$ cat config.mk
export PLATFORM = sky130hd
export DESIGN_NAME = noc_perf_monitor
export DESIGN_NICKNAME = d
export VERILOG_FILES = /design/src/rtl/noc_perf_monitor_pkg.sv /design/src/rtl/noc_perf_monitor_sat_counter.sv /design/src/rtl/noc_perf_monitor.sv
export SDC_FILE = /design/constraint.sdc
export NUM_CORES = 1
export LEC_CHECK = 0
export ABC_CLOCK_PERIOD_IN_PS = 7100
export BUFFER_PORTS_ARGS = -buffer_cell sky130_fd_sc_hd__buf_4
export CORE_ASPECT_RATIO = 2
export CORE_MARGIN = 2
export CORE_UTILIZATION = 35
export CTS_BUF_LIST = sky130_fd_sc_hd__clkbuf_8
export CTS_CLUSTER_DIAMETER = 30
export DETAILED_ROUTE_END_ITERATION = 8
export PLACE_DENSITY_LB_ADDON = 0.25
export SLEW_MARGIN = 30
export SYNTH_ARGS = -nofsm -noshare
export SYNTH_HDL_FRONTEND = slang
export SYNTH_HIERARCHICAL = 1
export SYNTH_SLANG_ARGS = --single-unit
$ cat constraint.sdc
create_clock -name clk -period 7.1 [get_ports clk]
set_clock_uncertainty 0.05 [all_clocks]
set_input_delay 1.775 -clock clk [delete_from_list [all_inputs] [get_ports clk]]
set_output_delay 1.775 -clock clk [all_outputs]
set_load 0.02 [all_outputs]
$ cat src/rtl/noc_perf_monitor_pkg.sv
// Shared types and constants for the NoC layer-completion / performance monitor.
package my_pkg;
  localparam int MESH_SIZE = 2;

  typedef enum logic [1:0] {MON_IDLE, MON_RUN, MON_FIN} mon_state_t;

  localparam logic [1:0] RD_CYCLES   = 2'd0;
  localparam logic [1:0] RD_STALL    = 2'd1;
  localparam logic [1:0] RD_CONFLICT = 2'd2;
  localparam logic [1:0] RD_FINISH   = 2'd3;
endpackage

$ cat src/rtl/noc_perf_monitor_sat_counter.sv
// Saturating up-counter with synchronous clear; holds at all-ones instead of wrapping.
module sat_counter #(
  parameter int CNT_W = 32
) (
  input  logic             clk,
  input  logic             rst,
  input  logic             clr,
  input  logic             inc,
  output logic [CNT_W-1:0] q
);
  always_ff @(posedge clk) begin
    if (rst || clr)              q <= '0;
    else if (inc && (q != '1))   q <= q + 1'b1;
  end
endmodule

$ cat src/rtl/noc_perf_monitor.sv
// Layer-completion and performance monitor downstream of the NoC mesh:
// per-PE stall/conflict counts, per-PE finish cycle, and a registered read port.
module noc_perf_monitor #(
  parameter int               MESH_SIZE  = my_pkg::MESH_SIZE,
  parameter int               PE_NUMBER  = MESH_SIZE*MESH_SIZE,
  parameter int               CNT_W      = 32,
  parameter logic [CNT_W-1:0] TIMEOUT_CC = '1
) (
  input  logic                         clk,
  input  logic                         rst,
  input  logic                         start,
  input  logic [PE_NUMBER-1:0]         done_i,
  input  logic [PE_NUMBER-1:0]         stall_i,
  input  logic [PE_NUMBER-1:0]         conflict_i,
  output logic                         busy_o,
  output logic                         layer_finished_o,
  output logic                         timeout_o,
  input  logic                         rd_en,
  input  logic [1:0]                   rd_kind,
  input  logic [$clog2(PE_NUMBER)-1:0] rd_idx,
  output logic                         rd_valid,
  output logic [CNT_W-1:0]             rd_data
);
  import my_pkg::*;

  mon_state_t                          state;
  logic [PE_NUMBER-1:0]                seen;
  logic [CNT_W-1:0]                    cycle_q, n, rd_mux;
  logic [PE_NUMBER-1:0][CNT_W-1:0]     stall_q, conf_q, fin_q;
  logic                                run, clr, all_done, tmo_hit;

  assign run      = (state == MON_RUN);
  assign clr      = start && !run;
  assign n        = (cycle_q == '1) ? cycle_q : cycle_q + 1'b1;
  assign all_done = &(seen | done_i);
  // TIMEOUT_CC of 0 can never match since n >= 1, so it disables the timeout.
  assign tmo_hit  = run && !all_done && (n == TIMEOUT_CC);
  assign busy_o   = run;

  sat_counter #(.CNT_W(CNT_W)) u_cycle (
    .clk(clk), .rst(rst), .clr(clr), .inc(run), .q(cycle_q)
  );

  // The finish counter tracks cycle_cnt until its PE is seen, then freezes,
  // which leaves exactly n from the stamping cycle. It is masked by seen on reads.
  for (genvar i = 0; i < PE_NUMBER; i++) begin : g_pe
    sat_counter #(.CNT_W(CNT_W)) u_stall (
      .clk(clk), .rst(rst), .clr(clr), .inc(run && stall_i[i]), .q(stall_q[i])
    );
    sat_counter #(.CNT_W(CNT_W)) u_conf (
      .clk(clk), .rst(rst), .clr(clr), .inc(run && conflict_i[i]), .q(conf_q[i])
    );
    sat_counter #(.CNT_W(CNT_W)) u_fin (
      .clk(clk), .rst(rst), .clr(clr), .inc(run && !seen[i]), .q(fin_q[i])
    );
  end

  always_ff @(posedge clk) begin
    if (rst) begin
      state            <= MON_IDLE;
      seen             <= '0;
      layer_finished_o <= 1'b0;
      timeout_o        <= 1'b0;
    end else begin
      case (state)
        MON_IDLE, MON_FIN: begin
          if (start) begin
            state            <= MON_RUN;
            seen             <= '0;
            layer_finished_o <= 1'b0;
            timeout_o        <= 1'b0;
          end
        end
        MON_RUN: begin
          seen <= seen | done_i;
          if (all_done) begin
            state            <= MON_FIN;
            layer_finished_o <= 1'b1;
          end else if (tmo_hit) begin
            // Marking all PEs seen freezes every unseen finish counter at n.
            state            <= MON_FIN;
            layer_finished_o <= 1'b1;
            timeout_o        <= 1'b1;
            seen             <= '1;
          end
        end
        default: state <= MON_IDLE;
      endcase
    end
  end

  always_comb begin
    rd_mux = '0;
    if (rd_kind == RD_CYCLES) begin
      rd_mux = cycle_q;
    end else if (int'(rd_idx) < PE_NUMBER) begin
      case (rd_kind)
        RD_STALL:    rd_mux = stall_q[rd_idx];
        RD_CONFLICT: rd_mux = conf_q[rd_idx];
        default:     rd_mux = seen[rd_idx] ? fin_q[rd_idx] : '0;
      endcase
    end
  end

  always_ff @(posedge clk) begin
    if (rst) begin
      rd_valid <= 1'b0;
      rd_data  <= '0;
    end else begin
      rd_valid <= rd_en;
      if (rd_en) rd_data <= rd_mux;
    end
  end
endmodule

Yosys cells after proc, flatten, opt, wreduce, memory -nomap -nowiden:

Index checks and enable logic that the tools add are counted.

* $add $sub $neg: 13
* $lt $le $gt $ge: 1
* equal/unequal tests: 23
* muxes and demuxes: 26
* bitwise logic cells: 1
* reduce and logical (&&, ||, !) cells: 44

Operators by type and width (number)
* $add 32x1->32 const B: 13
* $ne 32x32->1 const B: 13
* $bmux 32 s2: 3
* $mux 32: 6
* $eq 32x32->1 const B: 2
* $pmux 32 s2: 1
* $logic_and 1x1->1: 28
* $mux 4: 3
* $pmux 4 s2: 1
* $reduce_and 4->1: 2
* $logic_not 1->1: 6
* $mux 2: 3
* $mux 1: 5
* $eq 2x1->1 const B: 2
* $eq 2x2->1 const B: 2
* $logic_not 2->1: 2
* $ne 2x2->1 const B: 2
* $or 4x4->4: 1
* $pmux 1 s2: 2
* $pmux 2 s2: 1
* $reduce_and 2->1: 2
* $lt 2x3->1 const B: 1
* $ne 3x1->1 const B: 1
* $reduce_and 3->1: 1
* other kinds (5): 5

* register bits after elaboration: 457
* input bits: 20
* output and inout port bits: 36
* logic and storage cells: 127

Depth between registers and ports, before layout:

* word-level depth: 8
* mapped depth: 10
* depth with buffers taken out: 8

Cells and area by module:

The synthesis kept the hierarchy.

By module, submodules not included
* sat_counter at g_pe[0].u_conf ...: times used 12, cells each 189, area each 1681.6 µm²
* noc_perf_monitor: times used 1, cells each 530, area each 5386.4 µm²
* sat_counter at u_cycle: times used 1, cells each 196, area each 1685.4 µm²

Worst setup path after synthesis:

No wires, ideal clock.

* path kind: in2reg
* start: in rd_idx[0]
* end: reg rd_data[28]
* setup time: 0.128 ns
* data arrival time: 3.638 ns
* required time: 6.922 ns
* path slack: 3.284 ns
* stages on the path: 9
* path through: clkbuf_1 > buf_2 > buf_2 > mux4_2 > nor2b_1 > a211oi_1 > a21oi_1 > mux2i_1 > nor2_1

* longest elaborated chain between the ends: 5
* elaborated cells between the ends (all ways): 11

Ends and longest elaborated chain
* from (decl): line noc_perf_monitor.sv:20 `input logic [$clog2(PE_NUMBER)-1:0] rd_idx,`
* $bmux 32 s2 or $bmux 1 s2 (tied branches): line noc_perf_monitor.sv:100 `default: rd_mux = seen[rd_idx] ? fin_q[rd_idx] : '0;`
* $mux 32 (implied by the code) or $mux 1 (tied branches): line noc_perf_monitor.sv:100
* $mux 32: line noc_perf_monitor.sv:100
* $pmux 32 s2 (*): line noc_perf_monitor.sv:97 `case (rd_kind)`
* $mux 32 (*): line noc_perf_monitor.sv:94 `if (rd_kind == RD_CYCLES) begin`
* to (signal assigned): line noc_perf_monitor.sv:111 `if (rd_en) rd_data <= rd_mux;`
* to (decl): line noc_perf_monitor.sv:22 `output logic [CNT_W-1:0] rd_data`

Mark *: on every way between the ends. The rest lies on a longest branch, timed or not. The select of a mux whose other input is x is not followed.
A chain may end at the register's enable or synchronous reset.

Worst setup path after layout:

* start: reg state[1]
* end: out busy_o

* longest elaborated chain between the ends: 1

Ends and longest elaborated chain
* from (decl): line noc_perf_monitor.sv:26 `mon_state_t state;`
* from (signal assigned): line noc_perf_monitor.sv:60 `state <= MON_IDLE;`
* from (signal assigned): line noc_perf_monitor.sv:68 `state <= MON_RUN;`
* from (signal assigned): line noc_perf_monitor.sv:77 `state <= MON_FIN;`
* $eq 2x1->1: line noc_perf_monitor.sv:32 `assign run = (state == MON_RUN);`
* to (decl): line noc_perf_monitor.sv:15 `output logic busy_o,`

Every way passes these cells.

==> summary.txt <==
Outcome
  – Outcome: completed

Cells and area
  – Layout cell share with drive strength beyond 1: 0.209
  – Utilization after layout: 0.388
  – Fillers: 7892
  – Fin nets: about 3000
  – Synthesis-to-layout area growth: 9.88%

Power and ir drop
  – Total power: 5.79 mW
  – PD cells: a little under 200 nW/µm²
  – Max IR drop VDD: approximately 0.11 mV
  – Pleak: 8.37 nW

STA
  – RSZ-0062 raised after global routing: no
  – Least-Margin Pin Slew: about 1000 ps
  – Hold slack: between 400 and 500 ps
  – Final period utilization: 0.574
  – Count of pins over their slew limit: 0
  – Min Tclk post-route: ~4100 ps
  – Setup TNS Final: 0 ps
  – F_max: approximately 250 MHz
  – Setup WS post-layout: approximately 3000 ps
  – Final hold viol count: 0
  – Setup-failing EPs final: 0
  – Relative slew slack: 0.324

Worst setup path
  – Reg-to-Reg End: state[0]$_SDFFE_PP0P_
  – Startpoint Class: flop
  – Max incr delay on CP: roughly 400 ps
  – Register-to-register setup slack: a little over 3000 ps
  – Worst r2r path cells: 8
  – Cells along the critical path: nand2b_1, inv_1, buf_4, buf_4
  – Delay-heaviest family, CP: buffers and inverters
  – Crit path max fanout: 15
  – Cell depth of the worst setup path: 4
  – Worst path arrival time: around 2300 ps
  – CP max stage cell: buf_4
  – Buf/Inv on CP: 3
  – Worst r2r src: u_cycle/q[0]$_SDFFE_PP0P_
  – Critical path type: flop to output pin
  – Crit-path most repeated cell: buf_4
  – Crit end category: output pin
  – Worst endpoint required time: 5280 ps

Clock network
  – CTS Sinks: approximately 460
  – CTS clk-pin slew, worst paths: around 60 ps
  – CTS tree: built
  – Clock Path Buffers: 3
  – Root buffer cell: clkbuf_8
  – # H-tree levels: 3
  – CTS buffer count: 84
  – Hold buffer count at cts: 0
  – Post-CTS resize count: 0
  – Clk Latency, worst-skew pair: 720 ps
  – Postcts setup bufs: 0

Yosys
  – Top_reg_cell synth: dfxtp_1
  – Share of flip-flops with an asynchronous set or reset: 0
  – Flops & latches, synth: 457
  – Most common cell in the synthesized netlist: dfxtp_1
  – Yosys cell types: 70
  – Synth area leaders: dfxtp_1 34%, mux4_2 8.0%, a21oi_1 6.0%
  – Post-synth top area share: 0.336
  – Syn nets: 3031
  – Post-Syn Area per Cell: ~9.1 µm²
  – Post-synth top cells: 457 x dfxtp_1, 327 x a21oi_1, 193 x nand2_1, 193 x or3_1, 151 x o21ai_0
  – Seq/Total Area, Yosys: 0.336
  – Mapped cell area: 27300 µm²
  – Ys Warns: 6
  – Yosys top cell by area: dfxtp_1
  – Mapped Cells: between 2000 and 3000
  – Number of enable flip-flop cells after synthesis: 0

Routing
  – Vias per cell: 6.21
  – Final ANT Viol Nets: 0
  – Initial DRC count: 1662
  – Final wirelength: approximately 100 mm
  – Via count of the routed design: ~25000
  – Remaining DRCs: 0
  – Wire per inst: roughly 25 µm
  – Pre-Repair DR Iteration Count: 6

Global route
  – Vias in the first global route: about 24000
  – Largest net degree at the start of global routing: 72
  – Initial antenna violation count: 5
  – First-pass GRT wire length: roughly 150 mm
  – GR Util All Layers: 0.247
  – Global-route congestion overflow total: 0

Floorplan
  – Io pins: 56
  – # rows: around 140
  – Chip Height: roughly 400 µm
  – DIE AREA: 80200 µm²
  – Starting Density: 0.353
  – Die X: 201 µm
  – Core area: slightly below 80000 µm²

Worst hold path
  – Hold path depth: 2
  – Hold Path End: g_pe[1].u_conf/q[30]$_SDFFE_PP0P_
  – Hold path startpoint: g_pe[1].u_conf/q[30]$_SDFFE_PP0P_
  – Worst Hold Class: flop to flop

Placed design
  – Setup WS pre-CTS: approximately 2400 ps
  – GPL Wtd Cong: between 0.9 and 1
  – Number of buffers added on ports: 55
  – Detailed placement HPWL: 77.0 mm

Job
  – Max cap viols: 0
state kept, by name (all words and copies together), names as in the netlist, 2 cells and up:
| name | flops |
|---|---|
| state | 2 |
| seen | 4 |
| rd_data | 32 |
| g_pe.u_stall/q | 128 |
| u_cycle/q | 32 |
| g_pe.u_fin/q | 128 |
| g_pe.u_conf/q | 128 |
cell families (layout without fill, tap and decap cells):
family | after synthesis | in the layout | share of synthesized area
adders and majority gates | 17 | 17 | 0.00781
AOI/OAI and AO/OA | 922 | 922 | 0.230
other | 0 | 1 | 0
muxes | 144 | 144 | 0.0974
xor gates and xnor gates | 28 | 28 | 0.00900
buffers and inverters | 218 | 287 | 0.0465
DFF | 457 | 457 | 0.336
and+or+nand+nor | 1208 | 1208 | 0.274
cell usage in the layout (no fill, tap or decap), types with 84 or more instances in the layout:
| cell | synthesis | layout |
|---|---|---|
| a21oi_2 | 84 | 84 |
| o21ai_0 | 151 | 151 |
| o21ai_1 | 102 | 102 |
| or4_1 | 124 | 124 |
| o31ai_1 | 124 | 124 |
| nand2_1 | 193 | 193 |
| mux4_2 | 97 | 97 |
| dfxtp_1 | 457 | 457 |
| a21oi_1 | 327 | 327 |
| nand3_1 | 143 | 143 |
| or3_1 | 193 | 193 |
| clkbuf_8 | 0 | 103 |
| nand4_1 | 110 | 110 |
| nor2_1 | 97 | 97 |
metal layers:
layer / wire [µm] / part of all wire / global-route usage
met1: 33200 / 0.33 / 0.227
met2: 52800 / 0.52 / 0.466
met3: 5130 / 0.051 / 0.0439
met4: 9850 / 0.098 / 0.215
met5: 0 / 0 / 0
worst min-delay path, delay by kind of cell, from the launching register on:
kind,cells,cell delay (ps)
compound gates,2,130
flops,1,330
power by group:
part,switching [mW],internal [mW],total [mW]
Clock,1.27,1.57,2.84
Combinational,0.264,0.0916,0.355
Sequential,0.0206,2.58,2.60
how the worst max path moves through the flow:
stage / to / startpoint / slack, ps
final: busy_o / state[1]$_SDFFE_PP0P_ / 3020
after global routing: busy_o / state[1]$_SDFFE_PP0P_ / 2930
after CTS: busy_o / state[1]$_SDFFE_PP0P_ / 2990
after detailed placement: rd_data[9]$_SDFFE_PP0P_ / rd_idx[0] / 2450
after global placement: rd_data[9]$_SDFFE_PP0P_ / rd_idx[0] / 2530
after floorplan: rd_data[28]$_SDFFE_PP0P_ / rd_idx[0] / 3280
area by class of cell:
type | instances | area, µm² | area share
multi-input cells | 2319 | 16800 | 0.562
well taps | 1022 | 1280 | 0.0427
inverters | 63 | 236 | 0.00790
clock inverters | 47 | 444 | 0.0148
flip-flops and latches | 457 | 9150 | 0.306
diodes | 1 | 2.50 | 0.0000836
clock buffers | 102 | 1400 | 0.0469
repair buffers | 75 | 592 | 0.0198
through the flow:
stage / cell area, µm² / instances
floorplan: 27300 / 2994
global placement: 28000 / 3930
detailed placement: 28100 / 3933
CTS: 29900 / 4082
global route: 29900 / 4086
finish: 29900 / 4086
Power figures use the tool's default switching activity.
